## src/rtl/move_commit_controller.sv

```systemverilog
// Purpose: debounces the place button, commits legal moves to the X/O boards, alternates players, detects win/draw.
// Latency: board/move_count update at the edge where press_evt is high; winner/game_over/current_player one edge later.
// Backpressure: none; presses arriving in EVAL or OVER are dropped, illegal presses pulse illegal_move for one cycle.
module move_commit_controller #(
  parameter int          SYNC_STAGES     = 2,
  parameter logic [15:0] DEBOUNCE_CYCLES = 16'd50000
) (
  input  logic       clk,
  input  logic       rst_n,
  input  logic [3:0] cell_idx,
  input  logic       place_btn,
  input  logic       new_game,
  output logic [8:0] board_x,
  output logic [8:0] board_o,
  output logic       current_player,
  output logic [3:0] move_count,
  output logic       game_over,
  output logic [1:0] winner,
  output logic       illegal_move
);

  typedef enum logic [1:0] {PLAY = 2'd0, EVAL = 2'd1, OVER = 2'd2} state_t;

  // Button conditioning state
  logic [SYNC_STAGES-1:0] r_sync;
  logic [15:0]            r_db_cnt;
  logic                   r_db_full_q;
  logic                   w_synced;
  logic                   w_db_full;
  logic                   w_press_evt;

  // Game state (current and next)
  state_t     r_state, w_state_n;
  logic [8:0] r_board_x, w_board_x_n;
  logic [8:0] r_board_o, w_board_o_n;
  logic       r_player, w_player_n;
  logic [3:0] r_count, w_count_n;
  logic       r_over, w_over_n;
  logic [1:0] r_winner, w_winner_n;
  logic       r_illegal, w_illegal_n;

  logic [8:0] w_cell_mask;
  logic       w_legal;
  logic       w_win;

  // True when the given board holds any of the eight winning lines
  function automatic logic f_win(input logic [8:0] b);
    return (b[0] & b[1] & b[2]) | (b[3] & b[4] & b[5]) | (b[6] & b[7] & b[8]) |
           (b[0] & b[3] & b[6]) | (b[1] & b[4] & b[7]) | (b[2] & b[5] & b[8]) |
           (b[0] & b[4] & b[8]) | (b[2] & b[4] & b[6]);
  endfunction

  assign w_synced    = r_sync[SYNC_STAGES-1];
  assign w_db_full   = (r_db_cnt == DEBOUNCE_CYCLES);
  // One pulse on the first cycle the counter sits at the threshold; holding produces no more
  assign w_press_evt = w_db_full & ~r_db_full_q;

  // Out-of-range indices shift the bit off the top, giving an empty mask
  assign w_cell_mask = 9'd1 << cell_idx;
  assign w_legal     = (cell_idx <= 4'd8) && ((r_board_x | r_board_o) & w_cell_mask) == 9'd0;
  assign w_win       = f_win(r_player ? r_board_o : r_board_x);

  // Synchronize the raw button and run the saturating debounce counter
  always_ff @(posedge clk or negedge rst_n) begin
    if (!rst_n) begin
      r_sync      <= '0;
      r_db_cnt    <= 16'd0;
      r_db_full_q <= 1'b0;
    end else begin
      r_sync      <= {r_sync[SYNC_STAGES-2:0], place_btn};
      r_db_full_q <= w_db_full;
      if (!w_synced)
        r_db_cnt <= 16'd0;
      else if (!w_db_full)
        r_db_cnt <= r_db_cnt + 16'd1;
    end
  end

  // Register FSM state and all game outputs
  always_ff @(posedge clk or negedge rst_n) begin
    if (!rst_n) begin
      r_state   <= PLAY;
      r_board_x <= 9'd0;
      r_board_o <= 9'd0;
      r_player  <= 1'b0;
      r_count   <= 4'd0;
      r_over    <= 1'b0;
      r_winner  <= 2'b00;
      r_illegal <= 1'b0;
    end else begin
      r_state   <= w_state_n;
      r_board_x <= w_board_x_n;
      r_board_o <= w_board_o_n;
      r_player  <= w_player_n;
      r_count   <= w_count_n;
      r_over    <= w_over_n;
      r_winner  <= w_winner_n;
      r_illegal <= w_illegal_n;
    end
  end

  // Next-state: commit in PLAY, judge the mover in EVAL, freeze in OVER; new_game wins over everything
  always_comb begin
    w_state_n   = r_state;
    w_board_x_n = r_board_x;
    w_board_o_n = r_board_o;
    w_player_n  = r_player;
    w_count_n   = r_count;
    w_over_n    = r_over;
    w_winner_n  = r_winner;
    w_illegal_n = 1'b0;
    if (new_game) begin
      w_state_n   = PLAY;
      w_board_x_n = 9'd0;
      w_board_o_n = 9'd0;
      w_player_n  = 1'b0;
      w_count_n   = 4'd0;
      w_over_n    = 1'b0;
      w_winner_n  = 2'b00;
    end else begin
      case (r_state)
        PLAY: begin
          if (w_press_evt) begin
            if (w_legal) begin
              if (r_player) w_board_o_n = r_board_o | w_cell_mask;
              else          w_board_x_n = r_board_x | w_cell_mask;
              w_count_n = r_count + 4'd1;
              w_state_n = EVAL;
            end else begin
              w_illegal_n = 1'b1;
            end
          end
        end
        EVAL: begin
          if (w_win) begin
            w_winner_n = r_player ? 2'b10 : 2'b01;
            w_over_n   = 1'b1;
            w_state_n  = OVER;
          end else if (r_count == 4'd9) begin
            w_winner_n = 2'b11;
            w_over_n   = 1'b1;
            w_state_n  = OVER;
          end else begin
            w_player_n = ~r_player;
            w_state_n  = PLAY;
          end
        end
        default: ;
      endcase
    end
  end

  assign board_x        = r_board_x;
  assign board_o        = r_board_o;
  assign current_player = r_player;
  assign move_count     = r_count;
  assign game_over      = r_over;
  assign winner         = r_winner;
  assign illegal_move   = r_illegal;

endmodule

```

## config.mk

```make
export PLATFORM = sky130hd
export DESIGN_NAME = move_commit_controller
export DESIGN_NICKNAME = d
export VERILOG_FILES = /design/src/rtl/move_commit_controller.sv
export SDC_FILE = /design/constraint.sdc
export NUM_CORES = 1
export LEC_CHECK = 0
export ABC_CLOCK_PERIOD_IN_PS = 3400
export BUFFER_PORTS_ARGS = -buffer_cell sky130_fd_sc_hd__buf_2
export CAP_MARGIN = 20
export CORE_ASPECT_RATIO = 0.8
export CORE_MARGIN = 2
export CORE_UTILIZATION = 60
export CTS_CLUSTER_DIAMETER = 100
export CTS_CLUSTER_SIZE = 40
export DETAILED_ROUTE_END_ITERATION = 8
export GPL_ROUTABILITY_DRIVEN = 0
export HOLD_SLACK_MARGIN = 0.06
export PLACE_DENSITY = 0.83
export SLEW_MARGIN = 20
export SYNTH_ARGS = -nofsm -noshare
export SYNTH_HDL_FRONTEND = slang
export SYNTH_SLANG_ARGS = --single-unit
```

## constraint.sdc

```tcl
create_clock -name clk -period 3.4 [get_ports clk]
set_input_delay 0.51 -clock clk [delete_from_list [all_inputs] [get_ports clk]]
set_output_delay 0.51 -clock clk [all_outputs]
set_load 0.01 [all_outputs]
```

# Yosys cells after proc, flatten, opt, wreduce, memory -nomap -nowiden

Cells that the tools add are included.

Add/subtract/negate cells: 2
$lt $le $gt $ge: 1
Equal/unequal tests: 9
Shift operators: 1
Mux-type cells: 40
Bitwise gates (word level): 30
Reduce and logical (&&, ||, !) cells: 16

Operators with widths:

| cell                  | number |
|---|---|
| $mux 9                | 11 |
| $mux 16               | 2 |
| $or 9x9->9            | 3 |
| $mux 2                | 10 |
| $and 1x1->1           | 17 |
| $add 16x1->16 const B | 1 |
| $eq 16x16->1 const B  | 1 |
| $mux 4                | 4 |
| $mux 1                | 12 |
| $reduce_bool 2->1     | 5 |
| $and 9x9->9           | 1 |
| $logic_not 9->1       | 1 |
| $reduce_and 3->1      | 3 |
| $shl 1x4->9 const A   | 1 |
| $ne 2x2->1 const B    | 4 |
| $reduce_and 4->1      | 2 |
| $or 1x1->1            | 7 |
| $ne 3x3->1 const B    | 2 |
| $reduce_bool 3->1     | 2 |
| $add 4x1->4 const B   | 1 |
| $eq 4x4->1 const B    | 1 |
| $le 4x4->1 const B    | 1 |
| $pmux 2 s2            | 1 |
| $eq 2x1->1 const B    | 1 |
| 4 further kinds       | 5 |

Register bits: 48
Input port bits: 8
Output and inout bits: 27
Word-level logic and storage cells: 110

# Logic depth before layout (Yosys ltp)

Depth in word-level cells: 13
Mapped depth: 9
Gate-level depth less buffers: 7

# Worst setup path after synthesis

No wires, ideal clock.

Kind: input port to flip-flop
Start: input port cell_idx[2]
End: register r_board_o[0] (netlist: board_o[0])
Library setup time: 141 ps
Arrival: 2215 ps
Data required time: 3259 ps
Path slack: 1044 ps
Stages: 7
Path buffers: 3
Cells stage by stage: clkbuf_1 mux4_2 o22ai_1 or3_1 buf_6 buf_6 o22ai_2

Cells in the longest elaborated chain, start to end: 7
Elaborated cells on any way between the ends: 13
Those cells by class: order compare: 1; shift: 1; mux: 5; bitwise: 2; reduce/logical: 4

Ends and longest elaborated chain:

| item                   | line | text |
|---|---|---|
| start: declaration     | 10   | `input logic [3:0] cell_idx,` |
| $shl 1x4->9            | 59   | `assign w_cell_mask = 9'd1 << cell_idx;` |
| $or 9x9->9             | 125  | `if (r_player) w_board_o_n = r_board_o \| w_cell_mask;` |
| $mux 9                 | 125  |  |
| $mux 9                 | 124  | `if (w_legal) begin` |
| $mux 9                 | 123  | `if (w_press_evt) begin` |
| $mux 9                 | 121  | `case (r_state)` |
| $mux 9                 | 112  | `if (new_game) begin` |
| end signal: assignment | 93   | `r_board_o <= w_board_o_n;` |
| end: declaration       | 35   | `logic [8:0] r_board_o, w_board_o_n;` |

Parallel ways exist; a longest one is shown, timed or not. The select of a mux whose other input is x is not followed.
A chain may end at the register's enable or synchronous reset.

# Final worst setup path

Start: register r_db_cnt[12]
End: register r_count[1] (netlist: move_count[1])

Cells in the longest elaborated chain, start to end: 4

Ends and longest elaborated chain:

| item                        | line | text |
|---|---|---|
| start: declaration          | 26   | `logic [15:0] r_db_cnt;` |
| start signal: assignment    | 75   | `r_db_cnt <= r_db_cnt + 16'd1;` |
| $eq 16x16->1                | 54   | `assign w_db_full = (r_db_cnt == DEBOUNCE_CYCLES);` |
| via w_db_full               | 29   | `logic w_db_full;` |
| $and 1x1->1                 | 56   | `assign w_press_evt = w_db_full & ~r_db_full_q;` |
| $reduce_bool 2->1 (no line) | --   |  |
| $reduce_and 3->1 (no line)  | --   |  |
| end signal: assignment      | 95   | `r_count <= w_count_n;` |
| end: declaration            | 37   | `logic [3:0] r_count, w_count_n;` |

The timed path passes the listed nets, and every way through them passes these cells.

==> metrics.cfg <==
[finish]
drive_gt1_frac=0.210
seqCellArea_um2=1200
fillers=324
fin_cells=357
final_util=0.694
area_growth_pct=12.0
num_antenna_cells=0
multi_input_area_um2=1230
nets=311

[timing]
finalHoldViolCount=0
finalCriticalPeriod_ns=2.55
clock.fmax_mhz=391
rsz0062_at_grt=false
worstMarginPinSlew_ns=0.951
finalCritPeriodShare=0.751
fin_tns_setup_ns=0
drv_slew=0
worst_hold_slack_ns=0.208
fin_skew_ns=0.00741
setup_viol=0
maxSlewHeadroom=0.360

[worst_setup_path]
max_stage_delay_ns=0.56
path_cells=or4_4 -> nor4_4 -> nand2_4 -> or3_1 -> buf_4 -> a211oi_1
critPathTopFamily=simple AND/OR/NAND/NOR gates
r2r_cells=6
startpoint_type=flip-flop
r2r-end=move_count[1]$_DFFE_PN0P_
crit_cells=6
cp_slowest_cell=or4_4
critPathBufInv=1
endpoint_kind=flip-flop
rr_startpoint=r_db_cnt[12]$_DFFE_PN0P_
r2r_slack_ns=0.85
cp-startpoint=r_db_cnt[12]$_DFFE_PN0P_
critPathMaxFanout=11
crit_required_ns=3.61
endpoint=move_count[1]$_DFFE_PN0P_
worstSetupPathType=flip-flop to flip-flop
crit_arrival_ns=2.77

[power]
swShare=0.232
power.share.sequential=0.590
peakVddDrop_mv=0.251
p_leak_nw=1.21
pwr-share-comb=0.055
switchingPower_uw=228
clkPwrFrac=0.356
intPower_uw=757
power_uw=985
power_density_nw_per_um2=340

[floorplanning]
initial_core_util=0.620
die_y_um=62.8
core-area_um2=4180
io_pins=35
row_count=21
die-area_um2=4860
fp.dieW_um=77.4

[synthesis]
synth_seq_area_share=0.464
syn_avg_cell_area_um2=9.81
synth-seq-cells=48
syn_nets=276
synth_ff_type=dfrtp_1
syn-instance-count=264
syn_area_um2=2590
synthDistinctLibCells=46
synth-edff-count=0
yosysWarningCount=0
async_reset_ff_frac=1.00

[clocking]
cts-htree-levels=2
postCtsSetupBuffers=0
post_cts_resized=0
cts_max_path_buffers=2
cts_tree=done
cts_buffers=5
clk_pin_slew_ns=0.08
clock_tree.root_cell=clkbuf_8
clock_sinks=48
hold_buffers=0
clkLatencyLatePin_ns=0.31

[job]
cap_violations=0

[run_status]
outcome=finished, final reports clean

[routing]
drtAntennaViolNets=0
drc=0
wl_per_cell_um=16.2
drt-total-wl_um=5780
drt_iter0_drc=253
via_count=2117
dr.pass1.iters=5
vias_per_cell=5.93

[global_routing]
grt_pass1_wl_um=9690
grt_max_degree=49
grt_pass1_vias=1912
grt_antenna_before_repair=0
grt_remaining_overflow=0
grt_usage=0.254

[placement]
place_hpwl_um=4160
placed_cells=349
portBuffers=34

[min_path]
hold_path.class=input port to async pin

[per-layer routing]
layer	vias to the layer above	track usage	part of all wire
li1	995	-	-
met1	1035	0.406	0.49
met5	-	0	0
met4	0	0.0558	0.0073
met3	7	0.0607	0.069
met2	80	0.349	0.43
[placed cells by master, fill, tap and decap left out, types with 2 or more instances in the layout]
master     n
dfrtp_1   48
buf_2     33
inv_1     27
nand2_1   22
nor2_1    19
nand3_1   13
and2_1    11
o22ai_1    9
o22ai_2    9
nor3_1     8
xnor2_1    8
a22oi_1    8
nand2b_1   7
clkbuf_8   6
or3_1      5
buf_4      5
nor2b_1    4
a21oi_1    4
o32ai_1    4
ha_1       4
nor4_1     3
o21ai_0    3
a21boi_0   3
mux2i_1    3
a211oi_1   3
mux4_2     2
and4_1     2
nand4_1    2
o31ai_1    2
or4_1      2
nand3b_1   2
xor2_1     2
clkbuf_1   2
[worst reg2reg max path, cell delays in order (launching register included)]
cell and delay, ns:
dfrtp_1 0.42, or4_4 0.56, nor4_4 0.38, nand2_4 0.11
or3_1 0.50, buf_4 0.27, a211oi_1 0.23
[cell type report]
| cell class | count | area share |
|---|---|---|
| Inverter | 27 | 0.0349 |
| Clock buffer | 8 | 0.0311 |
| Multi-Input combinational cell | 179 | 0.425 |
| Tap cell | 57 | 0.0246 |
| Sequential cell | 48 | 0.414 |
| Timing Repair Buffer | 38 | 0.0699 |
[flip-flops by register name (all words and copies together), names as in the netlist]
| register | flops |
|---|---|
| r_db_cnt | 16 |
| board_o | 9 |
| board_x | 9 |
| move_count | 4 |
| r_state | 2 |
| r_sync | 2 |
| winner | 2 |
| current_player | 1 |
| game_over | 1 |
| illegal_move | 1 |
| r_db_full_q | 1 |
[cells in the mapped netlist, drive strengths merged, types with 2 or more instances]
master,number,share of area
nor4,4,0.015
or4,3,0.010
dfrtp,48,0.46
nor2b,4,0.0097
nand2,23,0.036
o22ai,18,0.065
clkbuf,8,0.012
nor2,19,0.028
o32ai,4,0.014
nor3,8,0.015
o31ai,2,0.0058
o21ai,3,0.0058
inv,27,0.039
or3,5,0.012
xor2,2,0.0068
buf,2,0.0087
and2,11,0.027
nand3b,2,0.0058
a21oi,5,0.011
and4,2,0.0068
a211oi,3,0.0087
a21boi,4,0.012
nand4,2,0.0048
mux2i,3,0.012
a22oi,8,0.023
xnor2,8,0.027
nand3,13,0.025
mux4,2,0.017
nand2b,7,0.017
ha,4,0.019
[through the flow]
stage / cell area [um^2] / setup WS, ns
finish: 2900 / 0.846
global placement: 2810 / 0.926
detailed placement: 2810 / 0.856
CTS: 2900 / 0.862
floorplan: 2590 / 1.04
global route: 2900 / 0.745
[power by group through the flow]
stage | logic, mW | registers (mW) | clock network [mW]
detailed placement | 0.0532 | 0.592 | 0
global route | 0.0607 | 0.581 | 0.379
global placement | 0.0519 | 0.591 | 0
floorplan | 0.0317 | 0.590 | 0
finish | 0.0540 | 0.581 | 0.350
CTS | 0.0538 | 0.581 | 0.355
[logic make-up (layout without fill, tap and decap cells)]
| kind of cell | Yosys count | after routing | synth area share |
|---|---|---|---|
| compound gates | 51 | 51 | 0.161 |
| xor+xnor | 10 | 10 | 0.0338 |
| fa+ha+maj | 4 | 4 | 0.0193 |
| buf+inv | 37 | 73 | 0.0594 |
| flops | 48 | 48 | 0.464 |
| mux | 6 | 6 | 0.0333 |
| simple gates | 108 | 108 | 0.229 |
[how the worst min path moves through the flow]
stage | startpoint | end | slack [ns] | cells past startpoint
floorplan | rst_n | board_o[0]$_DFFE_PN0P_ | 0.21 | 0
global placement | r_sync[0]$_DFF_PN0_ | r_sync[1]$_DFF_PN0_ | 0.34 | 0
detailed placement | r_sync[0]$_DFF_PN0_ | r_sync[1]$_DFF_PN0_ | 0.34 | 0
CTS | place_btn | r_sync[0]$_DFF_PN0_ | 0.30 | 1
global route | rst_n | r_db_cnt[9]$_DFFE_PN0P_ | 0.25 | 1
finish | rst_n | r_db_cnt[8]$_DFFE_PN0P_ | 0.21 | 1
No activity file was read; power rests on OpenSTA's default activity.
